`src/rtl/change_dispenser.sv`:
```
// Vend/nickel actuator sequencer: queues vend and change requests, then pulses the motor and the solenoid.
// Optional tube-empty stall on nickel ejection when CHANGE_DISPENSER_TUBE_SENSE_EN is defined.
module change_dispenser #(
  parameter int VEND_CYC  = 8,
  parameter int PULSE_CYC = 4,
  parameter int GAP_CYC   = 4,
  parameter int CNT_W     = 4
) (
  input  logic       clk_i,
  input  logic       rst_i,
  input  logic       soda_i,
  input  logic [2:0] change_i,
`ifdef CHANGE_DISPENSER_TUBE_SENSE_EN
  input  logic       tube_empty_i,
  output logic       stall_o,
`endif
  output logic       vend_o,
  output logic       nickel_o,
  output logic       busy_o,
  output logic       overflow_o
);

  localparam int MAX_A   = (VEND_CYC > PULSE_CYC) ? VEND_CYC : PULSE_CYC;
  localparam int MAX_CYC = (MAX_A > GAP_CYC) ? MAX_A : GAP_CYC;
  localparam int TW      = (MAX_CYC > 1) ? $clog2(MAX_CYC) : 1;
  localparam int SW      = CNT_W + 4;
  localparam logic [CNT_W-1:0] CNT_MAX = '1;

  typedef enum logic [1:0] {IDLE, VEND, EJECT, GAP} state_t;

  state_t           state, state_nxt;
  logic [TW-1:0]    timer, timer_nxt;
  logic [CNT_W-1:0] vend_pend, nick_pend, vend_nxt, nick_nxt;
  logic             overflow_nxt;
  logic             decide, vend_dec, nick_dec, nick_ok;
  logic [SW-1:0]    vend_sum, nick_sum;

`ifdef CHANGE_DISPENSER_TUBE_SENSE_EN
  assign nick_ok = ~tube_empty_i;
  assign stall_o = (state == IDLE) & (nick_pend != '0) & tube_empty_i;
`else
  assign nick_ok = 1'b1;
`endif

  always_comb begin
    state_nxt = state;
    timer_nxt = timer;
    decide    = 1'b0;
    vend_dec  = 1'b0;
    nick_dec  = 1'b0;
    case (state)
      IDLE: decide = 1'b1;
      VEND, EJECT: begin
        if (timer == '0) begin
          state_nxt = GAP;
          timer_nxt = TW'(GAP_CYC - 1);
        end else begin
          timer_nxt = timer - 1'b1;
        end
      end
      GAP: begin
        if (timer == '0) decide = 1'b1;
        else             timer_nxt = timer - 1'b1;
      end
      default: begin
        state_nxt = IDLE;
        timer_nxt = '0;
      end
    endcase
    // Vends outrank nickels; an empty tube parks the block in IDLE with nickels still owed
    if (decide) begin
      if (vend_pend != '0) begin
        state_nxt = VEND;
        timer_nxt = TW'(VEND_CYC - 1);
        vend_dec  = 1'b1;
      end else if ((nick_pend != '0) && nick_ok) begin
        state_nxt = EJECT;
        timer_nxt = TW'(PULSE_CYC - 1);
        nick_dec  = 1'b1;
      end else begin
        state_nxt = IDLE;
        timer_nxt = '0;
      end
    end
  end

  always_comb begin
    vend_sum     = SW'(vend_pend) + SW'(soda_i) - SW'(vend_dec);
    nick_sum     = SW'(nick_pend) + (soda_i ? SW'(change_i) : '0) - SW'(nick_dec);
    vend_nxt     = vend_sum[CNT_W-1:0];
    nick_nxt     = nick_sum[CNT_W-1:0];
    overflow_nxt = overflow_o;
    if (vend_sum > SW'(CNT_MAX)) begin
      vend_nxt     = CNT_MAX;
      overflow_nxt = 1'b1;
    end
    if (nick_sum > SW'(CNT_MAX)) begin
      nick_nxt     = CNT_MAX;
      overflow_nxt = 1'b1;
    end
  end

  always_ff @(posedge clk_i) begin
    if (rst_i) begin
      state      <= IDLE;
      timer      <= '0;
      vend_pend  <= '0;
      nick_pend  <= '0;
      overflow_o <= 1'b0;
    end else begin
      state      <= state_nxt;
      timer      <= timer_nxt;
      vend_pend  <= vend_nxt;
      nick_pend  <= nick_nxt;
      overflow_o <= overflow_nxt;
    end
  end

  assign vend_o   = (state == VEND);
  assign nickel_o = (state == EJECT);
  assign busy_o   = (state != IDLE) | (vend_pend != '0) | (nick_pend != '0);

endmodule

```
`config.mk`:
```
export PLATFORM = sky130hd
export DESIGN_NAME = change_dispenser
export DESIGN_NICKNAME = d
export VERILOG_FILES = /design/src/rtl/change_dispenser.sv
export SDC_FILE = /design/constraint.sdc
export NUM_CORES = 1
export LEC_CHECK = 0
export CAP_MARGIN = 20
export CORE_UTILIZATION = 45
export DETAILED_ROUTE_END_ITERATION = 10
export PLACE_DENSITY = 0.67
export SLEW_MARGIN = 20
export SYNTH_ARGS = -nofsm -noshare
export SYNTH_HDL_FRONTEND = slang
export SYNTH_SLANG_ARGS = --single-unit
export TNS_END_PERCENT = 50
```
`constraint.sdc`:
```
create_clock -name clk_i -period 2.81 [get_ports clk_i]
set_input_delay 0.281 -clock clk_i [delete_from_list [all_inputs] [get_ports clk_i]]
set_output_delay 0.281 -clock clk_i [all_outputs]
set_load 0.05 [all_outputs]
```
### Word level (Yosys, flattened, before mapping)

Index checks and enable logic that the tools add are counted.

* flip-flop bits (word level): 14
* input port bits: 6
* output and inout port bits: 4

* add/subtract/negate cells: 5
* order comparisons: 2
* equality and inequality tests: 4
* mux-type cells: 23
* bitwise operators: 2
* reduce and logical (&&, ||, !) cells: 12

Operator list (count)
* > comparator 8 x 4 -> 1 bit (second input constant): 2
* two-way mux 3 bit: 5
* two-way mux 2 bit: 6
* subtractor 5 x 1 -> 6 bit: 2
* two-way mux 1 bit: 8
* two-way mux 4 bit: 2
* nonzero test 2 bit: 4
* nonzero test 4 bit: 2
* case mux 3 bit (2 select lines): 1
* adder 4 x 1 -> 5 bit: 1
* adder 4 x 3 -> 5 bit: 1
* equality test 2 bit (second input constant): 2
* AND reduction 2 bit: 2
* zero test 3 bit: 1
* != test 3 bit (second input constant): 1
* nonzero test 3 bit: 1
* subtractor 3 x 1 -> 3 bit (second input constant): 1
* equality test 2 x 1 -> 1 bit (second input constant): 1
* zero test 2 bit: 1
* bitwise OR 1 bit: 2
* case mux 1 bit (2 select lines): 1
* OR reduction 2 bit: 1

### Depth between registers and ports, before layout

Gate-level depths: netlist of run 1.

* depth in word-level cells: 8
* depth in mapped cells: 15

### Worst setup path before layout of run 1

Ideal clock, no wire load.

* path type: register to register
* start: register state[0]
* end: register overflow_o
* setup time: 0.081 ns
* data arrival time: 2.774 ns
* setup slack: -0.044 ns
* cell stages (with the launch flop): 15
* buffers on the path: 0
* clock period less this slack: 2.854 ns
* path through: dfxtp_1 > inv_1 > ha_1 > o21bai_4 > or3_4 > inv_1 > ha_1 > inv_1 > ha_1 > inv_1 > fa_1 > nor2b_1 > o311a_1 > a21oi_2 > a41oi_1

* longest elaborated chain between the ends: 6
* elaborated cells between the ends (all ways): 11
* those cells by class: add/sub (2); order compare (2); eq/ne (1); mux (4); reduce/logical (2)

RTL lines
* from (decl): RTL line 31 `state_t state, state_nxt;`
* from (signal assigned): RTL line 111 `state <= state_nxt;`
* equality test 2 bit or zero test 2 bit (tied branches): RTL line 51 `case (state)`
* case mux 1 bit (2 select lines) *: RTL line 51
* two-way mux 1 bit: RTL line 71 `if (decide) begin`
* subtractor 5 x 1 -> 6 bit (on tied branches): RTL line 89, 88
* > comparator 8 x 4 -> 1 bit (on tied branches): RTL line 97, 93
* two-way mux 1 bit or nonzero test 2 bit (tied branches)
* to (signal assigned): RTL line 115 `overflow_o <= overflow_nxt;`
* to (decl): RTL line 20 `output logic overflow_o`

Mark *: on every way between the ends. The rest lies on a longest branch, timed or not.
A chain may end at the register's enable or synchronous reset.

### Final worst setup path of run 1

* start: register state[1]
* end: register nick_pend[0]

* longest elaborated chain between the ends: 6
* elaborated cells between the ends (all ways): 7
* those cells by class: add/sub (1); order compare (1); eq/ne (1); mux (3); reduce/logical (1)

RTL lines
* equality test 2 bit or zero test 2 bit (tied branches): RTL line 51
* case mux 1 bit (2 select lines) *: RTL line 51
* two-way mux 1 bit *: RTL line 71
* subtractor 5 x 1 -> 6 bit *: RTL line 89 `nick_sum = SW'(nick_pend) + (soda_i ? SW'(change_i) : '0) - SW'(nick_dec);`
* > comparator 8 x 4 -> 1 bit: RTL line 97 `if (nick_sum > SW'(CNT_MAX)) begin`
* two-way mux 4 bit *: RTL line 97
* to (signal assigned): RTL line 114 `nick_pend <= nick_nxt;`
* to (decl): RTL line 33 `logic [CNT_W-1:0] vend_pend, nick_pend, vend_nxt, nick_nxt;`

Marks and branches as above.

==> run summary, run 1 <==
=======================================================================================
Result of the run                                                          finished, violations left
Violations in the final reports                                            setup timing
Clock buffers created by TritonCTS                                                    3
Cells taking the most area after synthesis                                 sky130_fd_sc_hd__dfxtp_1 (26%), sky130_fd_sc_hd__ha_1 (24%), sky130_fd_sc_hd__inv_1 (9.6%)
Clock latency on the worst-skew pair                                            0.30 ns
EDFF count, synth                                                                     0
Top-level port count                                                                 10
Hold Vio Cnt, Final                                                                   0
End point of the critical path                                             nick_pend[0]
Max-capacitance violation count                                                       0
Number of fillers in the final layout                                               189
Max-slew violation count                                                              0
Least setup slack across all paths after layout                              -0.0186 ns
Gp weighted congestion                                                            0.771
Top cell type by total area after synthesis                                sky130_fd_sc_hd__dfxtp_1
Worst hold-check path type                                                 flop to flop
Post-placement cell count                                                           175
Number of buffers on the longest clock path                                           2
CTS tree                                                                          built
Via count of the first global-routing pass                                          979
F_max                                                                         0.354 GHz
Critical path launch point                                                     state[1]
Number of violations reported at the end of detailed-routing iteration 0              5
Starting utilization of the core area                                             48.5%
Top cells by count, synth                                                  sky130_fd_sc_hd__inv_1 (28), sky130_fd_sc_hd__ha_1 (21), sky130_fd_sc_hd__dfxtp_1 (14)
Sequential element share of the synthesized area                                  25.6%
Worst slack at placement                                                      -0.123 ns
Floorplan row count                                                                  17
Minimum period implied by the final worst setup slack                           2.83 ns
Maximum fanout along the worst path                                                   5
Arr. time, crit path                                                            3.04 ns
Global-route wire length before repair                                          4.15 mm
Worst-path clk slew                                                             0.10 ns
Share of synthesized flip-flops with an asynchronous set or reset                    0%
Setup Viol. Count Final                                                               1
Routed via count divided by cell count                                             5.24
Number of levels in the clock H-tree                                                  1
Number of flip-flops and latches in the synthesized netlist                          14
Share of the synthesized area in the top cell type                                25.6%
Syn Std Cell Area                                                              1090 um2
Average footprint of a synthesized cell                                        8.75 um2
Initial antenna violation count                                                       0
Startpoint type of the worst setup path                                            flop
Setup repair after global routing missed its margin                                 yes
Number of nets with antenna violations after routing                                  0
Reg-to-Reg End                                                             nick_pend[0]
Post-DP HPWL                                                                    1.76 mm
P&R area growth vs syn                                                            43.8%
CP endpoint kind                                                                   flop
Dominant cell by count in the synthesized netlist                          sky130_fd_sc_hd__inv_1
Synthesized netlist cell count                                                      125
Detailed Routing Iterations Pass 1                                                    3
Relative slew slack                                                               64.1%
Most utilized layer in the global route result                                     met2
Total grt overflow                                                                    0
Total detailed-routing wirelength                                               2.66 mm
Most frequently used flop master after synthesis                           sky130_fd_sc_hd__dfxtp_1
Worst-case clock skew                                                        0.00553 ns
Count of input and output buffers                                                     9
Count of non-filler cells in the finished layout                                    187
Detailed-route wire length per cell                                             14.2 um
Drc violations                                                                        0
Pin count of the biggest net entering global routing                                 14
Number of nets in the synthesized netlist                                           154
Cell variety after synth                                                             36
Worst Max-Slew Pin Slew                                                        0.537 ns
Aggregate global-route resource usage                                             21.8%
Global Route met1 Usage                                                           24.4%
R2r worst-path depth                                                                 14
Clk sink count                                                                       14
Hold buffer count at cts                                                              0
Area enclosed by the die boundary                                              2630 um2
Post-layout net count                                                               189
Final cycle utilization of the critical path                                       101%
Worst setup slack for register-to-register paths                               -0.02 ns
Via Count                                                                           979
Placeable core region                                                          2250 um2
Root buffer selected by CTS                                                sky130_fd_sc_hd__clkbuf_4
Met2 track demand over resource                                                   38.4%
Critical path data required time                                                3.02 ns
Die outline height                                                              51.3 um
Share of layout cells above drive strength 1                                      41.5%
Horizontal extent of the die                                                    51.3 um
Antenna cell count                                                                    0
Syn. warnings                                                                         0
GR Layer Usage met3                                                               5.95%
RR Startpoint                                                                  state[1]
Worst setup path class                                                     flop to flop
=======================================================================================
==> through the flow <==
stage	TNS [ns]	hold slack (ns)	utilization [%]	area, um2
2_1_floorplan	0	0.350	-	1110
3_3_place_gp	0	0.489	59.1	1330
3_5_place_dp	-0.421	0.493	59.1	1330
4_1_cts	0	0.535	64.8	1460
5_1_grt	-0.0942	0.586	69.8	1570
6_report	-0.0186	0.548	69.8	1570
==> how the worst min path moves through the flow <==
stage                    start           end  slack [ns]  depth (start not counted)
floorplan                rst_i  nick_pend[0]        0.35                          1
global placement    overflow_o    overflow_o        0.49                          2
detailed placement  overflow_o    overflow_o        0.49                          2
CTS                 overflow_o    overflow_o        0.53                          2
global route        overflow_o    overflow_o        0.59                          2
finish              overflow_o    overflow_o        0.55                          2
==> cell families after synthesis <==
group	synth area share, %
buf+inv	9.95
fa+ha+maj	27.7
flops	25.6
simple gates	12.1
xor+xnor	3.20
compound gates	21.4
==> registers in the layout, summed over array words and instances, names as in the netlist <==
| register | cells |
|---|---|
| vend_pend | 4 |
| state | 2 |
| nick_pend | 4 |
| overflow_o | 1 |
| timer | 3 |
==> placed cells by master, fill, tap and decap left out, types with 2 or more instances in the layout <==
cell type,synthesis,routed
sky130_fd_sc_hd__xor2_1,2,2
sky130_fd_sc_hd__dfxtp_4,0,2
sky130_fd_sc_hd__dfxtp_2,0,3
sky130_fd_sc_hd__clkdlybuf4s50_1,0,9
sky130_fd_sc_hd__inv_1,28,18
sky130_fd_sc_hd__a21oi_2,2,2
sky130_fd_sc_hd__a21oi_1,11,10
sky130_fd_sc_hd__buf_4,0,21
sky130_fd_sc_hd__fa_2,0,2
sky130_fd_sc_hd__o21ai_0,5,5
sky130_fd_sc_hd__clkbuf_4,0,3
sky130_fd_sc_hd__a21o_1,2,2
sky130_fd_sc_hd__a31oi_1,5,4
sky130_fd_sc_hd__nor3_1,2,2
sky130_fd_sc_hd__ha_4,0,7
sky130_fd_sc_hd__inv_4,0,3
sky130_fd_sc_hd__nand2_1,3,3
sky130_fd_sc_hd__inv_2,0,7
sky130_fd_sc_hd__nor2_1,3,2
sky130_fd_sc_hd__ha_1,21,14
sky130_fd_sc_hd__dfxtp_1,14,9
sky130_fd_sc_hd__xnor2_1,2,2
==> worst max-delay path, stage by stage (launching register included) <==
cell	delay, ns
sky130_fd_sc_hd__dfxtp_4	0.40
sky130_fd_sc_hd__inv_4	0.05
sky130_fd_sc_hd__ha_4	0.24
sky130_fd_sc_hd__o21bai_4	0.18
sky130_fd_sc_hd__or3_4	0.40
sky130_fd_sc_hd__inv_2	0.07
sky130_fd_sc_hd__ha_4	0.19
sky130_fd_sc_hd__inv_4	0.05
sky130_fd_sc_hd__ha_4	0.12
sky130_fd_sc_hd__inv_2	0.03
sky130_fd_sc_hd__fa_2	0.34
sky130_fd_sc_hd__nor2b_2	0.14
sky130_fd_sc_hd__o311a_1	0.21
sky130_fd_sc_hd__a21oi_4	0.06
sky130_fd_sc_hd__a31oi_1	0.23
==> routing by layer <==
layer,part of all wire [%],up-vias
met1,43,456
met2,50,18
met3,3.2,12
met4,3.7,0
met5,0,-
li1,-,493
==> cell type report <==
cell class	count	area [um2]	share of cell area (%)
inverters	28	113	7.16
well taps	28	35.0	2.23
multi-input cells	82	838	53.3
repair buffers	31	259	16.5
clock buffers	4	36.3	2.31
flip-flops and latches	14	292	18.5
==> repair_timing <==
action | 4_1_cts | 5_1_grt
pin swaps | 7 | 11
endpoints found under the setup margin | 5 | 9
buffers inserted | 4 | 4
resized for setup | 23 | 19
Power of run 1 is left out: the tool's default activity adds up to more than one toggle a clock period on the data nets, which glitch-free logic cannot reach.
==> run 2: changes to the inputs <==
--- a/config.mk
+++ b/config.mk
@@ -6,9 +6,11 @@
 export NUM_CORES = 1
 export LEC_CHECK = 0
 export CAP_MARGIN = 20
-export CORE_UTILIZATION = 45
+export CELL_PAD_IN_SITES_DETAIL_PLACEMENT = 1
+export CELL_PAD_IN_SITES_GLOBAL_PLACEMENT = 1
+export CORE_UTILIZATION = 38
 export DETAILED_ROUTE_END_ITERATION = 10
-export PLACE_DENSITY = 0.67
+export PLACE_DENSITY_LB_ADDON = 0.1
 export SLEW_MARGIN = 20
 export SYNTH_ARGS = -nofsm -noshare
 export SYNTH_HDL_FRONTEND = slang
==> run 2 against run 1 <==
The run still ends with setup timing left; count of clock-buffer cells in the layout fell by 1; wire length rose by 55%; cell count rose by 12%; sequential share of layout area fell by 1.6 points; worst hold slack improved by 0.028 ns; critical path depth rose by 1; via count rose by 12%; global-route usage fell by 0.25 points; highest routed layer unchanged.
==> run summary, run 2 (synthesis gave the netlist of run 1 again) <==
=======================================================================================
Routed via count divided by cell count                                             5.26   was 5.24
F_max                                                                         0.345 GHz   was 0.354 GHz
Via Count                                                                         1,100   was 979
Floorplan row count                                                                  19   was 17
Gp weighted congestion                                                            0.765   was 0.771
Worst-path clk slew                                                             0.09 ns   was 0.10 ns
Total grt overflow                                                                    0   unchanged
Number of nets with antenna violations after routing                                  0   unchanged
Hold Vio Cnt, Final                                                                   0   unchanged
Area enclosed by the die boundary                                              3100 um2   was 2630 um2
Root buffer selected by CTS                                                sky130_fd_sc_hd__clkbuf_4   unchanged
Placeable core region                                                          2730 um2   was 2250 um2
Number of buffers on the longest clock path                                           2   unchanged
Number of fillers in the final layout                                               310   was 189
Setup repair after global routing missed its margin                                 yes   unchanged
Final cycle utilization of the critical path                                       103%   was 101%
Max-slew violation count                                                              0   unchanged
Minimum period implied by the final worst setup slack                           2.90 ns   was 2.83 ns
Global-route wire length before repair                                          5.20 mm   was 4.15 mm
Top-level port count                                                                 10   unchanged
Clock latency on the worst-skew pair                                            0.29 ns   was 0.30 ns
Number of violations reported at the end of detailed-routing iteration 0             17   was 5
Least setup slack across all paths after layout                              -0.0860 ns   was -0.0186 ns
Post-placement cell count                                                           181   was 175
Detailed-route wire length per cell                                             19.7 um   was 14.2 um
Starting utilization of the core area                                             40.0%   was 48.5%
Total detailed-routing wirelength                                               4.11 mm   was 2.66 mm
Biggest registers after layout                                             nick_pend: 4 flops, vend_pend: 4 flops, timer: 3 flops   unchanged
Clk sink count                                                                       14   unchanged
Initial antenna violation count                                                       0   unchanged
Antenna cell count                                                                    0   unchanged
Horizontal extent of the die                                                    55.6 um   was 51.3 um
Share of layout cells above drive strength 1                                      48.9%   was 41.5%
Most common cell after layout, fill and taps aside                         sky130_fd_sc_hd__buf_4   unchanged
Arr. time, crit path                                                            3.09 ns   was 3.04 ns
Most frequent cells in the layout                                          sky130_fd_sc_hd__buf_4 (41), sky130_fd_sc_hd__inv_1 (17), sky130_fd_sc_hd__ha_1 (13)   was sky130_fd_sc_hd__buf_4 (21), sky130_fd_sc_hd__inv_1 (18), sky130_fd_sc_hd__ha_1 (14)
Max-capacitance violation count                                                       0   unchanged
Critical path data required time                                                3.00 ns   was 3.02 ns
Aggregate global-route resource usage                                             21.6%   was 21.8%
Detailed Routing Iterations Pass 1                                                    4   was 3
Worst-case clock skew                                                        0.00789 ns   was 0.00553 ns
Post-DP HPWL                                                                    1.97 mm   was 1.76 mm
CP endpoint kind                                                                   flop   unchanged
Violations in the final reports                                            setup timing   unchanged
Count of non-filler cells in the finished layout                                    209   was 187
Area of the multi-input gates                                                   853 um2   was 838 um2
Worst Max-Slew Pin Slew                                                        0.564 ns   was 0.537 ns
Worst setup path class                                                     flop to flop   unchanged
Number of levels in the clock H-tree                                                  1   unchanged
Drc violations                                                                        0   unchanged
CTS tree                                                                          built   unchanged
Die outline height                                                              55.6 um   was 51.3 um
Result of the run                                                          finished, violations left   unchanged
Pin count of the biggest net entering global routing                                 14   unchanged
P&R area growth vs syn                                                            57.8%   was 43.8%
Count of input and output buffers                                                     9   unchanged
Startpoint type of the worst setup path                                            flop   unchanged
Post-layout net count                                                               209   was 189
Register area                                                                   292 um2   unchanged
Setup Viol. Count Final                                                               5   was 1
Worst hold-check path type                                                 flop to flop   unchanged
Maximum fanout along the worst path                                                   5   unchanged
Via count of the first global-routing pass                                        1,169   was 979
Relative slew slack                                                               62.3%   was 64.1%
Clock buffers created by TritonCTS                                                    3   unchanged
=======================================================================================
==> run 2: cell types whose count changed in the layout (fill, tap and decap cells not counted), sizes merged <==
cell and delta:
clkbuf -1, buf +20
==> run 2: metal layers <==
layer	up-vias	GRT usage (%)	share of wire (%)
met1	539	25.7	43
met5	-	0	0
li1	529	-	-
met3	13	3.49	2.3
met2	19	37.5	51
met4	0	10.4	3.3
==> run 2: path summary, 6_finish.rpt <==
check	end	cells past startpoint	slack, ns	start
worst max-delay path	nick_pend[1]	15	-0.09	timer[1]
worst min-delay path	overflow_o	2	0.58	overflow_o
worst max register to register	nick_pend[1]	15	-0.09	timer[1]
worst min register to register	overflow_o	2	0.58	overflow_o
==> run 2: layout make-up <==
type	count	share of cell area, %
multi-input cells	82	49.5
clock buffers	3	1.31
repair buffers	51	23.7
inverters	28	6.38
well taps	31	2.25
flip-flops and latches	14	16.9
==> run 2: per-stage QoR <==
| stage | setup slack, ns | hold WS, ns | instance area, um2 | setup TNS [ns] | util, % |
|---|---|---|---|---|---|
| 2_1_floorplan | 0.0311 | 0.350 | 1110 | 0 | - |
| 3_3_place_gp | -0.0231 | 0.485 | 1360 | -0.0359 | 49.7 |
| 3_5_place_dp | -0.172 | 0.488 | 1360 | -0.747 | 49.7 |
| 4_1_cts | 0.00552 | 0.524 | 1590 | 0 | 58.0 |
| 5_1_grt | -0.138 | 0.595 | 1730 | -0.863 | 63.1 |
| 6_report | -0.0860 | 0.576 | 1730 | -0.212 | 63.1 |
==> run 2: critical path, cell delays in order (launching register included) <==
cell                       delay, ns
sky130_fd_sc_hd__dfxtp_2        0.34
sky130_fd_sc_hd__inv_2          0.08
sky130_fd_sc_hd__ha_4           0.14
sky130_fd_sc_hd__and3b_2        0.23
sky130_fd_sc_hd__o21bai_4       0.10
sky130_fd_sc_hd__or3_4          0.42
sky130_fd_sc_hd__inv_4          0.07
sky130_fd_sc_hd__ha_4           0.19
sky130_fd_sc_hd__inv_2          0.06
sky130_fd_sc_hd__ha_4           0.13
sky130_fd_sc_hd__inv_2          0.04
sky130_fd_sc_hd__fa_2           0.35
sky130_fd_sc_hd__nor2b_2        0.17
sky130_fd_sc_hd__o311a_1        0.22
sky130_fd_sc_hd__a21oi_4        0.06
sky130_fd_sc_hd__a31oi_1        0.21
==> run 2: what timing repair did <==
action                                  in CTS  in global routing
gates cloned                                 0                  0
pin swaps                                    8                 16
buffers inserted                            19                  6
hold buffers                                 0                  0
endpoints found under the hold margin        0                  0
endpoints found under the setup margin       9                 11
gates resized for setup                     23                 22
Power of run 2 is left out for the same reason.
==> run 3: changes to the inputs <==
--- a/config.mk
+++ b/config.mk
@@ -10,6 +10,7 @@
 export CELL_PAD_IN_SITES_GLOBAL_PLACEMENT = 1
 export CORE_UTILIZATION = 38
 export DETAILED_ROUTE_END_ITERATION = 10
+export GPL_ROUTABILITY_DRIVEN = 0
 export PLACE_DENSITY_LB_ADDON = 0.1
 export SLEW_MARGIN = 20
 export SYNTH_ARGS = -nofsm -noshare
==> results of run 3 <==
Same layout as run 2: the final DEF is identical, and so are final timing and power.
Power of run 3 is left out for the same reason.
